<file path="config.mk">
export PLATFORM = sky130hd
export DESIGN_NAME = memif_master_flat
export DESIGN_NICKNAME = d
export VERILOG_FILES = /design/src/rtl/memif_master_if.sv /design/src/rtl/memif_master.sv /design/src/flat_wrapper.sv
export SDC_FILE = /design/constraint.sdc
export NUM_CORES = 1
export LEC_CHECK = 0
export ABC_AREA = 1
export CAP_MARGIN = 25
export CORE_MARGIN = 1.5
export CORE_UTILIZATION = 35
export CTS_CLUSTER_DIAMETER = 80
export DETAILED_ROUTE_END_ITERATION = 6
export GPL_TIMING_DRIVEN = 0
export PLACE_DENSITY = 0.88
export SLEW_MARGIN = 20
export SYNTH_ARGS = -nofsm -noshare
export SYNTH_HDL_FRONTEND = slang
export SYNTH_SLANG_ARGS = --single-unit
</file>
<file path="constraint.sdc">
create_clock -name clk -period 3.7 [get_ports clk]
set_input_delay 1.11 -clock clk [delete_from_list [all_inputs] [get_ports clk]]
set_output_delay 1.11 -clock clk [all_outputs]
set_load 0.01 [all_outputs]
</file>
<file path="src/rtl/memif_master_if.sv">
// Master-side bundle of the memif link plus the local source/sink RAM ports.
interface memif_master_if #(
  parameter int WORD_WIDTH = 36,
  parameter int ADDR_WIDTH = 10
);
  localparam int PACKET_WIDTH = WORD_WIDTH + 4;
  localparam int COUNT_WIDTH  = ADDR_WIDTH + 1;

  logic [COUNT_WIDTH-1:0]  src_addr;
  logic [WORD_WIDTH-1:0]   src_data;
  logic [COUNT_WIDTH-1:0]  dst_addr;
  logic [WORD_WIDTH-1:0]   dst_data;
  logic                    dst_wr_enable;
  logic                    link_reset;
  logic                    link_dataReady;
  logic [PACKET_WIDTH-1:0] link_outPacket;
  logic [PACKET_WIDTH-1:0] link_inPacket;

  modport master (
    output src_addr, dst_addr, dst_data, dst_wr_enable,
    output link_reset, link_dataReady, link_outPacket,
    input  src_data, link_inPacket
  );

  modport slave (
    input  src_addr, dst_addr, dst_data, dst_wr_enable,
    input  link_reset, link_dataReady, link_outPacket,
    output src_data, link_inPacket
  );
endinterface

</file>
<file path="src/rtl/memif_master.sv">
// memif initiator: frames one read/write transaction into slotted packets and
// captures the target's returned words into a local sink RAM.
module memif_master #(
  parameter int WORD_WIDTH   = 36,
  parameter int ADDR_WIDTH   = 10,
  parameter int PACKET_WIDTH = WORD_WIDTH + 4,
  parameter int COUNT_WIDTH  = ADDR_WIDTH + 1,
  parameter int STROBE_GAP   = 3
) (
  input  logic                   clk,
  input  logic                   reset,
  input  logic                   start,
  input  logic [ADDR_WIDTH-1:0]  rd_base,
  input  logic [ADDR_WIDTH-1:0]  wr_base,
  input  logic [COUNT_WIDTH-1:0] count,
  input  logic                   write_en,
  output logic                   busy,
  output logic                   done,
  output logic                   rx_error,
  memif_master_if.master         bus
);
  localparam int SW = (STROBE_GAP > 0) ? $clog2(STROBE_GAP + 1) : 1;
  localparam logic [SW-1:0] LAST_SLOT = SW'(STROBE_GAP);
  localparam logic [SW-1:0] SLOT_ONE = SW'(1);
  localparam logic [COUNT_WIDTH-1:0] IDX_ONE = COUNT_WIDTH'(1);
  localparam int H  = WORD_WIDTH / 2;
  localparam int PH = PACKET_WIDTH / 2;

  typedef enum logic [1:0] {IDLE, SEND_RD, SEND_WR, SEND_DATA} state_t;

  state_t                  state, state_nxt;
  logic [SW-1:0]           slot, slot_nxt;
  logic [COUNT_WIDTH-1:0]  idx, idx_nxt, idx_inc, cnt_q;
  logic [ADDR_WIDTH-1:0]   rd_q, wr_q;
  logic                    we_q, done_nxt, rx_err_nxt, strobe, cap_en, pkt_ok;
  logic [PACKET_WIDTH-1:0] out_pkt;

  function automatic logic [PACKET_WIDTH-1:0] pack(input logic [WORD_WIDTH-1:0] w);
    return {2'b01, w[WORD_WIDTH-1:H], 2'b10, w[H-1:0]};
  endfunction

  assign idx_inc = idx + IDX_ONE;

  always_comb begin
    state_nxt  = state;
    slot_nxt   = slot;
    idx_nxt    = idx;
    done_nxt   = 1'b0;
    rx_err_nxt = rx_error;
    cap_en     = 1'b0;
    strobe     = (state != IDLE) && (slot == LAST_SLOT);
    case (state)
      IDLE: if (start) begin
        state_nxt  = SEND_RD;
        idx_nxt    = '0;
        rx_err_nxt = 1'b0;
      end
      SEND_RD: if (strobe) state_nxt = SEND_WR;
      SEND_WR: begin
        // word 0 comes back on the write-address strobe
        cap_en = strobe && (cnt_q != '0);
        if (strobe) begin
          state_nxt = (cnt_q == '0) ? IDLE : SEND_DATA;
          done_nxt  = (cnt_q == '0);
        end
      end
      SEND_DATA: begin
        // the final strobe's returned word lies past the range and is dropped
        cap_en = strobe && (idx_inc < cnt_q);
        if (strobe) begin
          idx_nxt = idx_inc;
          if (idx_inc == cnt_q) begin
            state_nxt = IDLE;
            idx_nxt   = '0;
            done_nxt  = 1'b1;
          end
        end
      end
      default: state_nxt = IDLE;
    endcase
    slot_nxt = (state == IDLE || strobe) ? '0 : slot + SLOT_ONE;
    if (cap_en && !pkt_ok) rx_err_nxt = 1'b1;
  end

  always_comb begin
    out_pkt = '0;
    case (state)
      SEND_RD:   out_pkt = pack(WORD_WIDTH'(rd_q));
      SEND_WR:   out_pkt = pack(WORD_WIDTH'(wr_q));
      SEND_DATA: out_pkt = we_q ? pack(bus.src_data) : '0;
      default:   out_pkt = '0;
    endcase
  end

  always_ff @(posedge clk or posedge reset) begin
    if (reset) begin
      state    <= IDLE;
      slot     <= '0;
      idx      <= '0;
      done     <= 1'b0;
      rx_error <= 1'b0;
    end else begin
      state    <= state_nxt;
      slot     <= slot_nxt;
      idx      <= idx_nxt;
      done     <= done_nxt;
      rx_error <= rx_err_nxt;
    end
  end

  always_ff @(posedge clk or posedge reset) begin
    if (reset) begin
      rd_q  <= '0;
      wr_q  <= '0;
      cnt_q <= '0;
      we_q  <= 1'b0;
    end else if (state == IDLE && start) begin
      rd_q  <= rd_base;
      wr_q  <= wr_base;
      cnt_q <= count;
      we_q  <= write_en;
    end
  end

  assign pkt_ok = (bus.link_inPacket[PACKET_WIDTH-1:PACKET_WIDTH-2] == 2'b01) &&
                  (bus.link_inPacket[PH-1:PH-2] == 2'b10);

  assign busy               = (state != IDLE);
  assign bus.link_reset     = (state == IDLE);
  assign bus.link_dataReady = strobe;
  assign bus.link_outPacket = out_pkt;
  assign bus.src_addr       = idx;
  assign bus.dst_wr_enable  = cap_en;
  assign bus.dst_addr       = (state == SEND_DATA) ? idx_inc : '0;
  assign bus.dst_data       = {bus.link_inPacket[PACKET_WIDTH-3:PH], bus.link_inPacket[PH-3:0]};
endmodule
</file>
<file path="src/flat_wrapper.sv">
// flat-port wrapper written by rule: the top's interface ports become plain ports
module memif_master_flat 
#(
  parameter int WORD_WIDTH   = 36,
  parameter int ADDR_WIDTH   = 10,
  parameter int PACKET_WIDTH = WORD_WIDTH + 4,
  parameter int COUNT_WIDTH  = ADDR_WIDTH + 1,
  parameter int STROBE_GAP   = 3
)
  (clk, reset, start, rd_base, wr_base, count, write_en, busy, done, rx_error, bus_src_addr, bus_dst_addr, bus_dst_data, bus_dst_wr_enable, bus_link_reset, bus_link_dataReady, bus_link_outPacket, bus_src_data, bus_link_inPacket);
  memif_master_if #(.WORD_WIDTH(WORD_WIDTH), .ADDR_WIDTH(ADDR_WIDTH)) bus_i ();
  input  logic clk;
  input  logic reset;
  input  logic start;
  input  logic [ADDR_WIDTH-1:0] rd_base;
  input  logic [ADDR_WIDTH-1:0] wr_base;
  input  logic [COUNT_WIDTH-1:0] count;
  input  logic write_en;
  output logic busy;
  output logic done;
  output logic rx_error;
  output wire logic [$bits(bus_i.src_addr)-1:0] bus_src_addr;
  output wire logic [$bits(bus_i.dst_addr)-1:0] bus_dst_addr;
  output wire logic [$bits(bus_i.dst_data)-1:0] bus_dst_data;
  output wire logic [$bits(bus_i.dst_wr_enable)-1:0] bus_dst_wr_enable;
  output wire logic [$bits(bus_i.link_reset)-1:0] bus_link_reset;
  output wire logic [$bits(bus_i.link_dataReady)-1:0] bus_link_dataReady;
  output wire logic [$bits(bus_i.link_outPacket)-1:0] bus_link_outPacket;
  input wire logic [$bits(bus_i.src_data)-1:0] bus_src_data;
  input wire logic [$bits(bus_i.link_inPacket)-1:0] bus_link_inPacket;
  assign bus_src_addr = bus_i.src_addr;
  assign bus_dst_addr = bus_i.dst_addr;
  assign bus_dst_data = bus_i.dst_data;
  assign bus_dst_wr_enable = bus_i.dst_wr_enable;
  assign bus_link_reset = bus_i.link_reset;
  assign bus_link_dataReady = bus_i.link_dataReady;
  assign bus_link_outPacket = bus_i.link_outPacket;
  assign bus_i.src_data = bus_src_data;
  assign bus_i.link_inPacket = bus_link_inPacket;
  memif_master #(.WORD_WIDTH(WORD_WIDTH), .ADDR_WIDTH(ADDR_WIDTH), .PACKET_WIDTH(PACKET_WIDTH), .COUNT_WIDTH(COUNT_WIDTH), .STROBE_GAP(STROBE_GAP)) u_core (.clk(clk), .reset(reset), .start(start), .rd_base(rd_base), .wr_base(wr_base), .count(count), .write_en(write_en), .busy(busy), .done(done), .rx_error(rx_error), .bus(bus_i));
endmodule
</file>
==> flow_summary_export.csv <==
group,metric,value,unit
yosys,netlist.area_leader.share,36.0,%
yosys,ys_seq_area_share,36.0,%
yosys,synthTopCellsByCount,"116 x nand2_1, 62 x nor2_1, 52 x inv_1, 49 x dfrtp_1, 40 x buf_4",
yosys,synth_edf_count,0,
setup_path,critPathSlowestCell,"dfrtp_1",
floorplan,pin_count,215,
status,outcome,"finished, final reports clean",
timing,relSlewSlack,53.7,%
power,power.internal,1650,uW
job,maxCapViolations,0,
cells_and_area,syn_to_final_growth,65.4,%
floorplan,floorplan.initialDensity,36.5,%
floorplan,die_h,102,um
clock_tree,path_clk_slew,0.10,ns
detailed_routing,vias,3677,
clock_tree,cts_tree,"built",
global_routing,grt_max_degree,31,
detailed_routing,wirelength,11300,um
yosys,async_flop_share,100,%
place,portBuffers,176,
detailed_routing,drc,0,
yosys,synth_top_cell_by_area,"dfrtp_1",
power,pwr-share-seq,30.3,%
detailed_routing,wl_per_cell,14.4,um
place,dpl-instance-area,5360,um2
detailed_routing,dr.first_iter.drc_count,151,
power,p_per_area,491,nW/um2
clock_tree,clock_latency,0.30,ns
setup_path,crit_end,"bus_dst_wr_enable",
yosys,synth_seq_cells,49,
cells_and_area,drive_gt1_share,17.7,%
floorplan,core_area,9330,um2
yosys,synth_top_family_by_area,"simple AND/OR/NAND/NOR gates",
power,power_leakage,0.00260,uW
timing,setup_viol,0,
power,netSwitchingPower,1120,uW
place,place_congestion,0.830,
yosys,ys_warn_count,0,
setup_path,rr_worst_depth,14,
timing,tightest_slew,0.694,ns
power,pwr-share-clk,14.2,%
power,ir_drop,0.373,mV
floorplan,die_w,102,um
clock_tree,clockRootBuffer,"clkbuf_8",
clock_tree,clockBufferDepth,2,
yosys,synth_cells,463,
timing,hold_violations,0,
cells_and_area,fin_area,5630,um2
yosys,synth-xor-area-share,1.54,%
clock_tree,cts_buffers,5,
detailed_routing,ant_nets,0,
setup_path,arrival,2.52,ns
timing,clock.fmax,0.276,GHz
floorplan,die_area,10300,um2
setup_path,critical_path.cell_chain,"ha_4, nand3_2, nor2_2, nand2_1, xor2_2, inv_1, ha_1, a21oi_1, nand2_1, nand2_1, nand3_2, a21oi_2, buf_2",
power,p_comb_share,55.5,%
timing,min_period,3.63,ns
cells_and_area,nets,784,
yosys,synth_compound_area_share,7.39,%
detailed_routing,via_per_inst,4.68,
yosys,syn_area_per_cell,7.35,um2
hold_path,holdCritPathClass,"flip-flop to flip-flop",
yosys,synthFlopType,"dfrtp_1",
setup_path,worst_path_most_repeated_cell,"nand2_1",
setup_path,crit_path_max_incr_delay,0.41,ns
clock_tree,cts_hold_buf,0,
setup_path,critical_path.max_fanout,3,
setup_path,regToRegSetupSlack,1.23,ns
detailed_routing,dr.pass1.iters,4,
yosys,synthTopCellsByArea,"dfrtp_1 36%, nand2_1 13%, buf_4 8.8%",
timing,fin_crit_sh,98.0,%
clock_tree,cts_sinks,49,
place,dp_hpwl,8960,um
cells_and_area,antenna_cells,0,
global_routing,track_usage,20.1,%
yosys,synthSimpleGateAreaFrac,25.5,%
timing,setup_ws,0.0740,ns
yosys,netlist_area,3400,um2
global_routing,grt_first_pass_wirelength,16400,um
power,switching_share,40.4,%
timing,rsz0062_at_grt,"yes",
setup_path,endpoint_kind,"output port",
setup_path,critical_path_class,"flip-flop to output port",
global_routing,antenna_found_initial,0,
cells_and_area,finalCoreUtilization,60.3,%
hold_path,holdCritStartpoint,"u_core.slot[0]",
setup_path,critical_path_required,2.59,ns
clock_tree,h-tree-depth,2,
timing,clock_skew,0.00683,ns
timing,maxSlewViolCount,0,
setup_path,cp-start-kind,"flip-flop",
global_routing,grt_pass1_vias,3376,
global_routing,overflow,0,
yosys,synth.most_common_cell,"nand2_1",
yosys,synth_fa_ha_area_share,6.62,%
yosys,synth.distinct_cells,29,
floorplan,rows,35,
setup_path,cp-startpoint,"u_core.bus.src_addr[0]",
setup_path,r2r_end,"u_core.bus.src_addr[0]",
setup_path,r2r-start,"u_core.bus.src_addr[1]",
place,post-place-ws,-0.176,ns
yosys,synthMuxAreaShare,5.63,%
area by class of cell:
type	instances	area, um2
Buffer	54	374
Clock buffer	5	68.8
Clock inverter	3	46.3
Fill cell	818	3700
Inverter	55	209
Multi-Input combinational cell	303	1670
Sequential cell	49	1230
Tap cell	129	161
Timing Repair Buffer	187	1860
critical path: cells and delay by family (launching register included):
| kind | cells | cell delay, ns |
|---|---|---|
| buffers and inverters | 2 | 0.24 |
| AND/OR/NAND/NOR | 6 | 0.60 |
| XOR/XNOR | 1 | 0.17 |
| adder cells (fa/ha/maj) | 2 | 0.47 |
| flip-flops | 1 | 0.41 |
| AO/OA/AOI/OAI | 2 | 0.33 |
through the flow:
step | hold WS [ns] | TNS (ns) | power (uW) | instances
after floorplan | 0.408 | 0 | 1710 | 464
after global placement | 0.421 | -0.184 | 2280 | 769
after detailed placement | 0.424 | -0.176 | 2340 | 770
after CTS | 0.438 | -0.0768 | 2740 | 779
after global routing | 0.451 | -0.0506 | 2970 | 785
final | 0.442 | 0 | 2760 | 785
cells in the final DEF, fill, tap and decap left out, types with 4 or more instances in the layout:
cell type / instances
a21oi_1: 26
a31oi_1: 5
buf_2: 4
buf_4: 49
clkbuf_1: 4
clkbuf_2: 5
clkbuf_8: 5
clkdlybuf4s50_1: 175
dfrtp_1: 45
dfrtp_2: 4
ha_1: 15
inv_1: 50
inv_2: 4
mux2_2: 17
nand2_1: 113
nand2_2: 6
nand3_1: 12
nand4_1: 4
nor2_1: 61
nor3_1: 4
o21ai_0: 12
o21ai_1: 4
xor2_1: 4
worst min path at each step:
stage / end / slack (ns) / cells after the start
2_1_floorplan: u_core.slot[0] / 0.41 / 1
3_3_place_gp: u_core.slot[0] / 0.42 / 1
3_5_place_dp: u_core.slot[0] / 0.42 / 1
4_1_cts: u_core.slot[0] / 0.44 / 1
5_1_grt: u_core.slot[0] / 0.45 / 1
6_report: u_core.slot[0] / 0.44 / 1
metal layers:
| metal | share of wire [%] | GRT usage, % |
|---|---|---|
| met1 | 43 | 27.0 |
| met5 | 0 | 0 |
| met3 | 5.6 | 2.76 |
| met4 | 1.5 | 5.02 |
| met2 | 50 | 34.1 |
power by group through the flow:
stage / combinational (uW) / sequential (uW) / clock, uW
after floorplan: 895 / 817 / 0
after global placement: 1450 / 830 / 0
after detailed placement: 1500 / 845 / 0
after CTS: 1510 / 832 / 398
after global routing: 1700 / 858 / 419
final: 1530 / 836 / 392
flip-flops by register name, summed over array words and instances (netlist names):
name,flops
u_core.bus.src_addr,11
u_core.cnt_q,11
u_core.rd_q,10
u_core.done,1
u_core.we_q,1
u_core.state,2
u_core.rx_error,1
u_core.slot,2
u_core.wr_q,10
kinds of logic (layout without fill, tap and decap cells):
kind of cell	Yosys count	after routing
buffers and inverters	112	304
multiplexers	17	17
XOR/XNOR	6	6
AO/OA/AOI/OAI	49	49
flip-flops	49	49
adder cells (fa/ha/maj)	18	18
other	1	2
AND/OR/NAND/NOR	211	211
timing repair:
action                                  CTS  global route
resized for setup                         8            31
endpoints found under the setup margin    6            28
pin swaps                                 0            12
cloned                                    0             0
buffers inserted                          2             8
(Power assumes the default switching activity.)
